### config.mk
export PLATFORM = sky130hd
export DESIGN_NAME = heapsort_batch_sequencer
export DESIGN_NICKNAME = d
export VERILOG_FILES = /design/src/rtl/heapsort_batch_sequencer.sv
export SDC_FILE = /design/constraint.sdc
export NUM_CORES = 1
export LEC_CHECK = 0
export ABC_AREA = 1
export CORE_MARGIN = 3
export CORE_UTILIZATION = 61
export DETAILED_ROUTE_END_ITERATION = 10
export DONT_BUFFER_PORTS = 1
export PLACE_DENSITY_LB_ADDON = 0.08
export SYNTH_ARGS = -nofsm -noshare
export SYNTH_HDL_FRONTEND = slang
export SYNTH_SLANG_ARGS = --single-unit
### constraint.sdc
create_clock -name system1000 -period 2 [get_ports system1000]
set_input_delay 0.2 -clock system1000 [delete_from_list [all_inputs] [get_ports system1000]]
set_output_delay 0.2 -clock system1000 [all_outputs]
set_load 0.005 [all_outputs]
### src/rtl/heapsort_batch_sequencer.sv
// Batch sequencer for the heap-sort priority-queue engine: pushes one batch of
// signed keys into the engine, then pops them back out in ascending order.
module heapsort_batch_sequencer #(
    parameter int DATA_W = 32,
    parameter int DEPTH  = 6,
    parameter int CNT_W  = 3
) (
    input  logic              system1000,
    input  logic              system1000_rstn,
    input  logic              in_valid,
    input  logic [DATA_W-1:0] in_data,
    input  logic              in_last,
    output logic              in_ready,
    output logic              out_valid,
    output logic [DATA_W-1:0] out_data,
    output logic              out_last,
    input  logic              out_ready,
    output logic              eng_cmd_valid,
    output logic [1:0]        eng_cmd_op,
    output logic [DATA_W-1:0] eng_cmd_data,
    input  logic              eng_cmd_ready,
    input  logic              eng_rsp_valid,
    input  logic [DATA_W-1:0] eng_rsp_data,
    output logic              busy,
    output logic [CNT_W-1:0]  count,
    output logic              overflow
);

    localparam logic [CNT_W-1:0] DEPTH_C = CNT_W'(DEPTH);
    localparam logic [1:0]       OP_NOP  = 2'b00;
    localparam logic [1:0]       OP_PUSH = 2'b01;
    localparam logic [1:0]       OP_POP  = 2'b10;

    typedef enum logic [1:0] {
        S_IDLE,
        S_LOAD,
        S_DRAIN,
        S_DONE
    } state_t;

    state_t                    state;
    state_t                    state_nx;
    logic [CNT_W-1:0]          cnt;
    logic [CNT_W-1:0]          cnt_nx;
    logic                      armed;
    logic                      pend;
    logic                      obuf_v;
    logic                      obuf_last;
    logic                      ovf;
    logic signed [DATA_W-1:0]  obuf;

    logic push_phase;
    logic room;
    logic push_req;
    logic push_fire;
    logic pop_req;
    logic pop_fire;
    logic rsp_take;
    logic out_fire;
    logic fills_up;

    // Command/handshake decode. armed holds the input side closed for the
    // first cycle after reset so every output reads 0 while reset is applied.
    always_comb begin
        push_phase = armed && (state == S_IDLE || state == S_LOAD);
        room       = (cnt < DEPTH_C);
        push_req   = push_phase && room && in_valid;
        in_ready   = push_phase && room && eng_cmd_ready;
        push_fire  = in_valid && in_ready;
        pop_req    = (state == S_DRAIN) && !obuf_v && !pend && (cnt != '0);
        pop_fire   = pop_req && eng_cmd_ready;
        rsp_take   = eng_rsp_valid && pend;
        out_fire   = obuf_v && out_ready;
        fills_up   = (cnt == DEPTH_C - 1'b1);
    end

    always_comb begin
        eng_cmd_valid = 1'b0;
        eng_cmd_op    = OP_NOP;
        eng_cmd_data  = '0;
        if (push_req) begin
            eng_cmd_valid = 1'b1;
            eng_cmd_op    = OP_PUSH;
            eng_cmd_data  = in_data;
        end else if (pop_req) begin
            eng_cmd_valid = 1'b1;
            eng_cmd_op    = OP_POP;
        end
    end

    always_comb begin
        state_nx = state;
        case (state)
            S_IDLE, S_LOAD: begin
                if (push_fire) begin
                    state_nx = (in_last || fills_up) ? S_DRAIN : S_LOAD;
                end
            end
            S_DRAIN: begin
                if (out_fire && obuf_last) begin
                    state_nx = S_DONE;
                end
            end
            S_DONE:  state_nx = S_IDLE;
            default: state_nx = S_IDLE;
        endcase
    end

    always_comb begin
        cnt_nx = cnt;
        if (push_fire) begin
            cnt_nx = cnt + 1'b1;
        end else if (pop_fire) begin
            cnt_nx = cnt - 1'b1;
        end
    end

    // ---- control register stage ----
    always_ff @(posedge system1000 or negedge system1000_rstn) begin
        if (!system1000_rstn) begin
            state     <= S_IDLE;
            cnt       <= '0;
            armed     <= 1'b0;
            pend      <= 1'b0;
            obuf_v    <= 1'b0;
            obuf_last <= 1'b0;
            ovf       <= 1'b0;
        end else begin
            state <= state_nx;
            cnt   <= cnt_nx;
            armed <= 1'b1;

            if (pop_fire) begin
                pend <= 1'b1;
            end else if (rsp_take) begin
                pend <= 1'b0;
            end

            // A response only arrives while the buffer is empty, so capture
            // and drain never collide; cnt already excludes the popped key.
            if (rsp_take) begin
                obuf_v    <= 1'b1;
                obuf_last <= (cnt == '0);
            end else if (out_fire) begin
                obuf_v    <= 1'b0;
                obuf_last <= 1'b0;
            end

            if (push_fire && !in_last && fills_up) begin
                ovf <= 1'b1;
            end else if (push_fire && state == S_IDLE) begin
                ovf <= 1'b0;
            end
        end
    end

    // ---- output data stage ----
    always_ff @(posedge system1000) begin
        if (rsp_take) begin
            obuf <= $signed(eng_rsp_data);
        end
    end

    assign out_valid = obuf_v;
    assign out_data  = obuf;
    assign out_last  = obuf_last;
    assign busy      = (state != S_IDLE);
    assign count     = cnt;
    assign overflow  = ovf;

endmodule

; ---- After elaboration in Yosys (flattened, before gate mapping)
; Index checks and enable logic that the tools add are counted.
[op_classes]
reduce_logical = 30
n_mux = 18
order_cmp = 1
addsub = 2
eq_ne = 6
[op_table]
columns = op, n
row1 = 2-to-1 mux 32 bit, 1
row2 = logical AND 1 bit, 15
row3 = 2-to-1 mux 2 bit, 5
row4 = nonzero test 2 bit, 5
row5 = 2-to-1 mux 1 bit, 9
row6 = 2-to-1 mux 3 bit, 2
row7 = one-hot mux 2 bit (3 select lines), 1
row8 = == test 2 bit (second input constant), 2
row9 = adder 3 x 1 -> 3 bit (second input constant), 1
row10 = == test 3 bit (second input constant), 1
row11 = zero test 1 bit, 3
row12 = zero test 3 bit, 1
row13 = less-than comparator 3 bit (second input constant), 1
row14 = nonzero test 3 bit, 1
row15 = subtractor 3 x 1 -> 3 bit (second input constant), 1
row16 = == test 2 x 1 -> 1 bit (second input constant), 1
row17 = zero test 2 bit, 1
row18 = logical OR 1 bit, 2
row19 = inequality test 2 x 1 -> 1 bit (second input constant), 1
row20 = inequality test 2 bit (second input constant), 1
row21 = AND reduction 2 bit, 1
row22 = OR reduction 2 bit, 1
[totals]
word_cells = 65
output_inout_bits = 75
regBits = 42
inputBits = 71

; ---- Depth between registers and ports, before layout
; Gate-level depths: netlist (run 1).
[depth]
word_depth = 9
depth_mapped = 11
depth_no_buf = 11

; ---- Worst setup path before layout (run 1)
; Ideal clock, no wire load.
[synth_timing]
path_kind = flip-flop to flip-flop
start = register cnt[1], in the netlist count[1]
end = register cnt[2], in the netlist count[2]
arrival_ps = 1455
required_time_ps = 1883
slack_ps = 428
stages_incl_launch_ff = 10
period_less_slack_ps = 1572
path_cell_list = dfrtp_1 nand2_2 nand4_4 fa_1 inv_1 nand4_1 nand2_1 inv_1 nand3_1 nand2_1
[synth_between]
elab_chain_len = 5
[synth_rtl]
columns = element, line_no
row1 = start: declaration, 43  ; logic [CNT_W-1:0] cnt;
row2 = start signal: assignment, 130  ; cnt <= cnt_nx;
row3 = less-than comparator 3 bit, 66  ; room = (cnt < DEPTH_C);
row4 = logical AND 1 bit (2 in series), 68  ; in_ready = push_phase && room && eng_cmd_ready;
row5 = logical AND 1 bit, 69  ; push_fire = in_valid && in_ready;
row6 = 2-to-1 mux 3 bit / nonzero test 2 bit (equally long branches), --
; Several ways; a longest one is shown, not always the timed one. The select of a mux whose other input is x is not followed.
; A chain may end at the register's enable or synchronous reset.

; ---- Final worst setup path (run 1)
[layout_timing]
start = register state[1]
end = output eng_cmd_data[22]
[layout_between]
elab_chain_len = 6
[layout_rtl]
columns = element, line_no
row1 = start: declaration, 41  ; state_t state;
row2 = start signal: assignment, 129  ; state <= state_nx;
row3 = == test 2 x 1 -> 1 bit / zero test 2 bit (equally long branches), 65  ; push_phase = armed && (state == S_IDLE || state == S_LOAD);
row4 = logical OR 1 bit (*), 65
row5 = logical AND 1 bit (*), 65
row6 = logical AND 1 bit (*) (2 in series), 67  ; push_req = push_phase && room && in_valid;
row7 = 2-to-1 mux 32 bit (*), 81  ; if (push_req) begin
row8 = end: declaration, 20  ; output logic [DATA_W-1:0] eng_cmd_data,
; Mark *: on every way between the ends. The rest lies on a longest branch, timed or not.

==> impl_metrics.ini, run 1 <==
[drt]
drt_iter0_drc = 89
num_vias = 1357
postRouteAntennaNets = 0
avgViaCountPerCell = 5.54
drt_pass1_iterations = 5
drcViolationCount = 0
wire_per_inst_microns = 19.4
routed_wl_microns = 4750

[logic_synthesis]
async_reset_ff_share_pct = 23.8
yosys-top-cells-area = edfxtp_1 (52%), dfrtp_1 (14%), inv_1 (10%), nor2_1 (7.5%), nand4_4 (3.5%)
yosysWarnings = 0
synth_compound_area_share_pct = 2.65
synth_top_cell_area_share_pct = 52.1
synth_top_family_by_area = simple AND/OR/NAND/NOR gates
yosys-top-cells-count = inv_1 (49), nor2_1 (37), edfxtp_1 (32)
synth.most_common_cell = inv_1
synthesis.instances = 172
synthMuxAreaShare_pct = 0
syn_nets = 244
synthAdderAreaFrac_pct = 1.09
synth-edff-count = 32
synth-seq-cells = 42
synthXorXnorAreaFrac_pct = 0.882
yosys.area_share.simple_pct = 18.1
synth_largest_area_cell = edfxtp_1
ys_seq_area_share_pct = 65.7
syn_area_sq_um = 1840
postSynthAreaPerCell_sq_um = 10.7
synth_ff_type = edfxtp_1
yosysUniqueCellTypes = 22

[clock_network]
cts.clk_slew.worst_paths_ps = 110
clock_latency_ps = 340
cts_made_buffers = 5
cts.htree.levels = 2
clkSinkCount = 42
cts_setup_buffers = 0
cts-root-buf = clkbuf_4
tritoncts = yes
clockBufferDepth = 2

[job]
max_cap_viol_count = 0

[die]
core-area_sq_um = 2830
chipWidth_microns = 61.0
die_area_sq_um = 3720
start_util_pct = 65.2
placementRows = 19
design.portCount = 146
die_y_microns = 61.0

[critical_path]
cp_cell_sequence = inv_2, nand4_2, nor2_1
reg2reg_to = count[2]
worst-path-buf-inv = 1
cp.required_ps = 1800
worstReg2RegStart = count[1]
cp-startpoint = state[1]
cp.depth = 3
rr_worst_depth = 10
crit_family = simple AND/OR/NAND/NOR gates
slowest_stage = dfrtp_1
critPathCaptureType = output port
rrSetupSlack_ps = 150
crit_arrival_ps = 1670
max_stage_delay_ps = 440
critPathMaxFanout = 17
criticalPathCategory = reg -> out
endpoint = eng_cmd_data[22]
critPathLaunchType = flip-flop

[final_layout]
fillers = 158
multi_input_comb_area_sq_um = 435
design_area_sq_um = 2290
final_layout_size_suffix_gt1_share_pct = 8.41
area_growth_syn_to_layout_pct = 24.3
antennaDiodeCount = 0
regArea_sq_um = 1210
instances_no_fill = 245
fin_nets = 285

[place]
routabilityCongestion = 0.869
placed_area_sq_um = 1870
pre_cts_slack_ps = 250
io_buffer_count = 0
dpl.cell_count = 200
dp_hpwl_microns = 3110

[pwr]
p_leak_uw = 0.00107
vdd_drop_max_mv = 0.603
p_per_area_nw_per_um2 = 904

[global_route]
antenna_found_initial = 0
track_usage_pct = 24.8
grt_pass1_vias = 1233
grt.overflow.total = 0
grt_pass1_wl_microns = 6210
grt_max_degree = 36

[run_status]
status = complete, no violations

[timing]
skew_ps = 7.53
hold_viol_final = 0
finalCritPeriodShare_pct = 93.3
fin_crit_ps = 1870
rsz0062_at_grt = no
setup_slack_ps = 134
max_freq_ghz = 0.536
finalSetupTns_ps = 0
finalSetupViolCount = 0
final_max_slew_viol_count = 0

[worst_hold_path]
hold_path_class = in -> reg
[power breakdown]
part	internal, uW	leakage (uW)	switching, uW	total (uW)
clock	132	0.0000297	242	375
sequential	1050	0.000415	136	1180
combinational	182	0.000627	331	513
[metrics by stage]
stage / hold slack (ps) / total power, uW / util, %
finish: 86.0 / 2070 / 81.0
global route: 65.0 / 2200 / 81.0
CTS: 63.4 / 2050 / 80.5
detailed placement: -95.4 / 1620 / 66.0
global placement: -95.4 / 1600 / 66.0
floorplan: -95.6 / 1520 / -
[per-layer routing]
| metal | track usage (%) | up-vias | wire length [microns] |
|---|---|---|---|
| li1 | - | 604 | - |
| met1 | 23.6 | 622 | 1400 |
| met2 | 47.8 | 117 | 2690 |
| met3 | 10.0 | 14 | 550 |
| met4 | 7.74 | 0 | 104 |
| met5 | 0 | - | 0 |
[how the worst min path moves through the flow]
stage                          startpoint   endpoint  slack [ps]  cells past startpoint
after floorplan           system1000_rstn      armed        -100                      0
after global placement    system1000_rstn   count[1]        -100                      0
after detailed placement  system1000_rstn   count[1]        -100                      0
after CTS                   eng_rsp_valid  out_valid          60                      2
after global routing        eng_cmd_ready       pend          60                      2
final                            in_valid   overflow          90                      2
[cell type report]
class                           count  share of cell area (%)
Inverter                           50                    8.19
Clock buffer                        6                    1.80
Timing Repair Buffer               37                    16.0
Sequential cell                    42                    52.9
Tap cell                           31                    1.69
Multi-Input combinational cell     77                    19.0
Clock inverter                      2                   0.382
[kinds of logic (layout without fill, tap and decap cells)]
family / after synthesis / in the layout
fa+ha+maj: 1 / 1
buf+inv: 54 / 95
flops: 42 / 42
simple gates: 64 / 65
other cells: 1 / 1
compound gates: 9 / 9
xor+xnor: 1 / 1
[what timing repair did]
item / CTS / global route
endpoints found under the hold margin: 45 / 0
gates resized for setup: 0 / 1
setup endpoints to repair: 0 / 11
hold buffers: 36 / 0
[cell usage in the layout (no fill, tap or decap)]
cell,count
a21oi_1,2
a31oi_1,1
buf_4,1
clkbuf_1,1
clkbuf_4,5
clkinv_1,1
clkinv_2,1
conb_1,1
dfrtp_1,9
dfrtp_2,1
dlygate4sd3_1,36
edfxtp_1,32
fa_1,1
inv_1,49
inv_2,1
nand2_1,15
nand2_2,1
nand2_4,1
nand3_1,4
nand4_1,1
nand4_2,1
nand4_4,3
nor2_1,37
nor2_4,1
nor2_8,1
o21ai_0,5
o31ai_1,1
xor2_2,1
[flip-flops by register name, indices dropped and copies added, names as in the netlist]
name / count
pend: 1
armed: 1
state: 2
overflow: 1
out_valid: 1
count: 3
out_last: 1
out_data: 32
No activity file was read; power rests on OpenSTA's default activity.
==> run 2: changes to the inputs <==
==> constraint.sdc (replaced) <==
create_clock -name system1000 -period 2 [get_ports system1000]
set_input_delay 0.4 -clock system1000 [delete_from_list [all_inputs] [get_ports system1000]]
set_output_delay 0.4 -clock system1000 [all_outputs]
set_load 0.005 [all_outputs]
==> impl_metrics.ini, run 2 (same netlist as run 1, synthesis figures left out) <==
[run_status]
status = complete, no violations

[critical_path]
critPathCaptureType = output port
criticalPathCategory = reg -> out
crit_arrival_ps = 1440
critPathLaunchType = flip-flop
cp.required_ps = 1600
critPathMaxFanout = 17

[worst_hold_path]
hold_path_class = in -> reg

[clock_network]
clockBufferDepth = 2
cts_made_buffers = 5
cts-root-buf = clkbuf_4
clkSinkCount = 42
cts.htree.levels = 2
cts_setup_buffers = 0
cts.clk_slew.worst_paths_ps = 120
clock_latency_ps = 330
tritoncts = yes

[die]
start_util_pct = 65.2
die_area_sq_um = 3720
chipWidth_microns = 61.0
core-area_sq_um = 2830
design.portCount = 146
placementRows = 19
die_y_microns = 61.0

[timing]
max_freq_ghz = 0.543
setup_slack_ps = 157
finalSetupViolCount = 0
skew_ps = 16.2
finalCritPeriodShare_pct = 92.2
hold_viol_final = 0
timing.hold.ws_ps = 151
final_max_slew_viol_count = 0
fin_crit_ps = 1840

[drt]
avgViaCountPerCell = 5.47
wire_per_inst_microns = 18.8
routed_wl_microns = 3970
postRouteAntennaNets = 0
drt_pass1_iterations = 4
drt_iter0_drc = 68
num_vias = 1155
drcViolationCount = 0

[global_route]
track_usage_pct = 20.3
grt_pass1_vias = 985
grt_max_degree = 33
grt.overflow.total = 0
grt_pass1_wl_microns = 5090
antenna_found_initial = 0

[final_layout]
largest_reg_flops = 32
final_cell_mix = inv_1 (49), nor2_1 (36), edfxtp_1 (32)
fin_nets = 251
area_growth_syn_to_layout_pct = 7.19
fillers = 202
final_common_cell = inv_1
final_layout_size_suffix_gt1_share_pct = 11.1
antennaDiodeCount = 0

[pwr]
p_leak_uw = 0.000945
p_per_area_nw_per_um2 = 1030
vdd_drop_max_mv = 0.623

[place]
dp_hpwl_microns = 3020
pre_cts_slack_ps = 279
io_buffer_count = 0
routabilityCongestion = 0.828

[job]
max_cap_viol_count = 0
run 2: area by class of cell:
class                   instances  area, sq um  area share (%)
well taps                      31         38.8            1.96
clock buffers                   6         41.3            2.09
clock inverters                 2         13.8           0.696
repair buffers                  2         17.5           0.886
multi-input cells              78          464            23.5
flip-flops and latches         42         1210            61.3
inverters                      50          190            9.62
run 2: path summary, 6_finish.rpt:
path / from / endpoint / slack [ps] / cells past startpoint
min in group asynchronous: system1000_rstn / count[2] / 430 / 1
min: eng_rsp_data[22] / out_data[22] / 150 / 0
max reg2reg: armed / count[2] / 170 / 10
max: count[2] / eng_cmd_data[24] / 160 / 3
max in group asynchronous: system1000_rstn / overflow / 1240 / 1
min reg2reg: pend / pend / 590 / 2
run 2: per-stage QoR:
stage                     cells  power [uW]  instance area [sq um]  utilization, %  TNS, ps
after floorplan             172        1520                   1840               -        0
final                       211        2030                   1980            69.9        0
after CTS                   210        2030                   1950            69.1        0
after global placement      200        1590                   1870            66.0        0
after global routing        211        2160                   1980            69.9    -1.48
after detailed placement    200        1610                   1870            66.0        0
run 2: worst max-delay path, stage by stage (launching register included):
cell     delay [ps]
dfrtp_1         490
nand2_4         170
nand4_4         230
nor2_1          210
run 2: timing repair:
| action | 4_1_cts | 5_1_grt |
|---|---|---|
| endpoints found under the hold margin | 10 | 0 |
| cloned | 1 | 1 |
| resized for setup | 1 | 3 |
| setup endpoints to repair | 32 | 32 |
| hold buffers | 1 | 0 |
| pin swaps | 1 | 1 |
run 2: report_power, final:
part | switching [uW] | leakage [uW] | total (uW) | internal [uW]
sequential | 138 | 0.000416 | 1190 | 1050
combinational | 311 | 0.000496 | 454 | 143
clock | 250 | 0.0000322 | 388 | 138
total | 699 | 0.000945 | 2030 | 1330
run 2: metal layers:
metal  global-route usage (%)  vias to the layer above  wire length [microns]
met5                        0                        -                      0
li1                         -                      540                      -
met3                     8.72                        2                    502
met1                     22.4                      527                   1260
met2                     35.4                       86                   2190
met4                     6.50                        0                     23
==> run 3: changes to the inputs <==
- BUFFER_PORTS_ARGS: default -> -buffer_cell sky130_fd_sc_hd__clkbuf_2
- CAP_MARGIN: default -> 0
- CORE_UTILIZATION: 61 -> 39
- DONT_BUFFER_PORTS: 1 -> default
- SLEW_MARGIN: default -> 20
==> impl_metrics.ini, run 3 (same netlist as run 1, synthesis figures left out) <==
[run_status]
status = complete, no violations

[pwr]
p_leak_uw = 0.00156
p_per_area_nw_per_um2 = 849
vdd_drop_max_mv = 0.540
p_total_uw = 2320

[place]
routabilityCongestion = 0.789
io_buffer_count = 145
pre_cts_slack_ps = 327
dp_hpwl_microns = 3900
placed_area_sq_um = 2630

[clock_network]
clkSinkCount = 42
cts.htree.levels = 2
cts_made_buffers = 5
cts.clk_slew.worst_paths_ps = 80
tritoncts = yes
cts-root-buf = clkbuf_8
clock_latency_ps = 280
clockBufferDepth = 2
cts_setup_buffers = 0

[timing]
max_freq_ghz = 0.540
rsz0062_at_grt = no
setup_slack_ps = 150
fin_crit_ps = 1850
final_max_slew_viol_count = 0
finalCritPeriodShare_pct = 92.5
finalSetupTns_ps = 0
skew_ps = 6.01
finalSetupViolCount = 0
hold_viol_final = 0

[job]
max_cap_viol_count = 0

[critical_path]
max_stage_delay_ps = 430
critPathCaptureType = output port
critPathLaunchType = flip-flop
rrSetupSlack_ps = 300
cp_cell_sequence = inv_2, nand4_4, buf_6, nor2_1, clkbuf_2
crit_arrival_ps = 1450
critPathMaxFanout = 35
slowest_stage = dfrtp_1
criticalPathCategory = reg -> out
cp.required_ps = 1600

[final_layout]
fin_nets = 395
final_common_cell = clkbuf_2
fin_util_pct = 61.0
final_layout_size_suffix_gt1_share_pct = 50.3
area_growth_syn_to_layout_pct = 47.9
antennaDiodeCount = 0
final_cell_mix = clkbuf_2 (145), inv_1 (49), nor2_1 (37)
largest_reg_flops = 32
design_area_sq_um = 2730
fillers = 403

[die]
design.portCount = 146
start_util_pct = 41.2
placementRows = 24
core-area_sq_um = 4470
die_y_microns = 74.8
die_area_sq_um = 5590
chipWidth_microns = 74.8

[global_route]
grt_max_degree = 36
busiest_layer = met2
antenna_found_initial = 0
grt.overflow.total = 0
met3_usage_pct = 4.14
grt_pass1_wl_microns = 6580
met1_usage_pct = 18.2
grtUsageMet2_pct = 30.2
grt_pass1_vias = 1316
track_usage_pct = 16.0

[drt]
drcViolationCount = 0
postRouteAntennaNets = 0
drt_iter0_drc = 50
routed_wl_microns = 4620
drt_pass1_iterations = 4
num_vias = 1616
wire_per_inst_microns = 12.3
avgViaCountPerCell = 4.30

[worst_hold_path]
hold_path_class = in -> reg
## run 3: routing by layer
metal  vias to the layer above  part of all wire [%]
met3                         2                   8.7
met1                       708                    37
met5                         -                     0
li1                        823                     -
met4                         0                  0.45
met2                        83                    53
## run 3: metrics by stage
step	hold WS (ps)	std cells
6_report	285	376
5_1_grt	264	376
3_5_place_dp	291	367
2_1_floorplan	104	172
4_1_cts	275	376
3_3_place_gp	287	367
## run 3: worst paths after layout
path	start	to	cells past startpoint
min reg2reg	overflow	overflow	2
max in group asynchronous	system1000_rstn	pend	2
max reg2reg	count[2]	count[2]	9
min	eng_rsp_data[17]	out_data[17]	1
max	state[1]	eng_cmd_data[19]	5
min in group asynchronous	system1000_rstn	out_last	2
## run 3: report_power, final
group | leakage [uW] | internal [uW] | switching [uW] | total, uW
logic | 0.00110 | 287 | 361 | 648
clock network | 0.0000452 | 246 | 272 | 518
registers | 0.000416 | 1050 | 102 | 1150
total | 0.00156 | 1580 | 736 | 2320
## run 3: final cells by class
| class | instances | area (sq um) | share of cell area (%) |
|---|---|---|---|
| flip-flops and latches | 42 | 1210 | 44.4 |
| multi-input cells | 76 | 423 | 15.5 |
| clock inverters | 2 | 13.8 | 0.505 |
| repair buffers | 148 | 754 | 27.7 |
| clock buffers | 6 | 72.6 | 2.66 |
| well taps | 52 | 65.1 | 2.39 |
| inverters | 50 | 188 | 6.88 |
## run 3: timing repair
action	CTS	global route
endpoints found under the hold margin	10	0
setup endpoints to repair	0	23
hold buffers	1	0
resized for setup	0	1
## run 3: critical path: cells and delay by family (launching register included)
kind,cells,cell delay [ps]
buf+inv,3,500
flops,1,430
simple gates,2,240
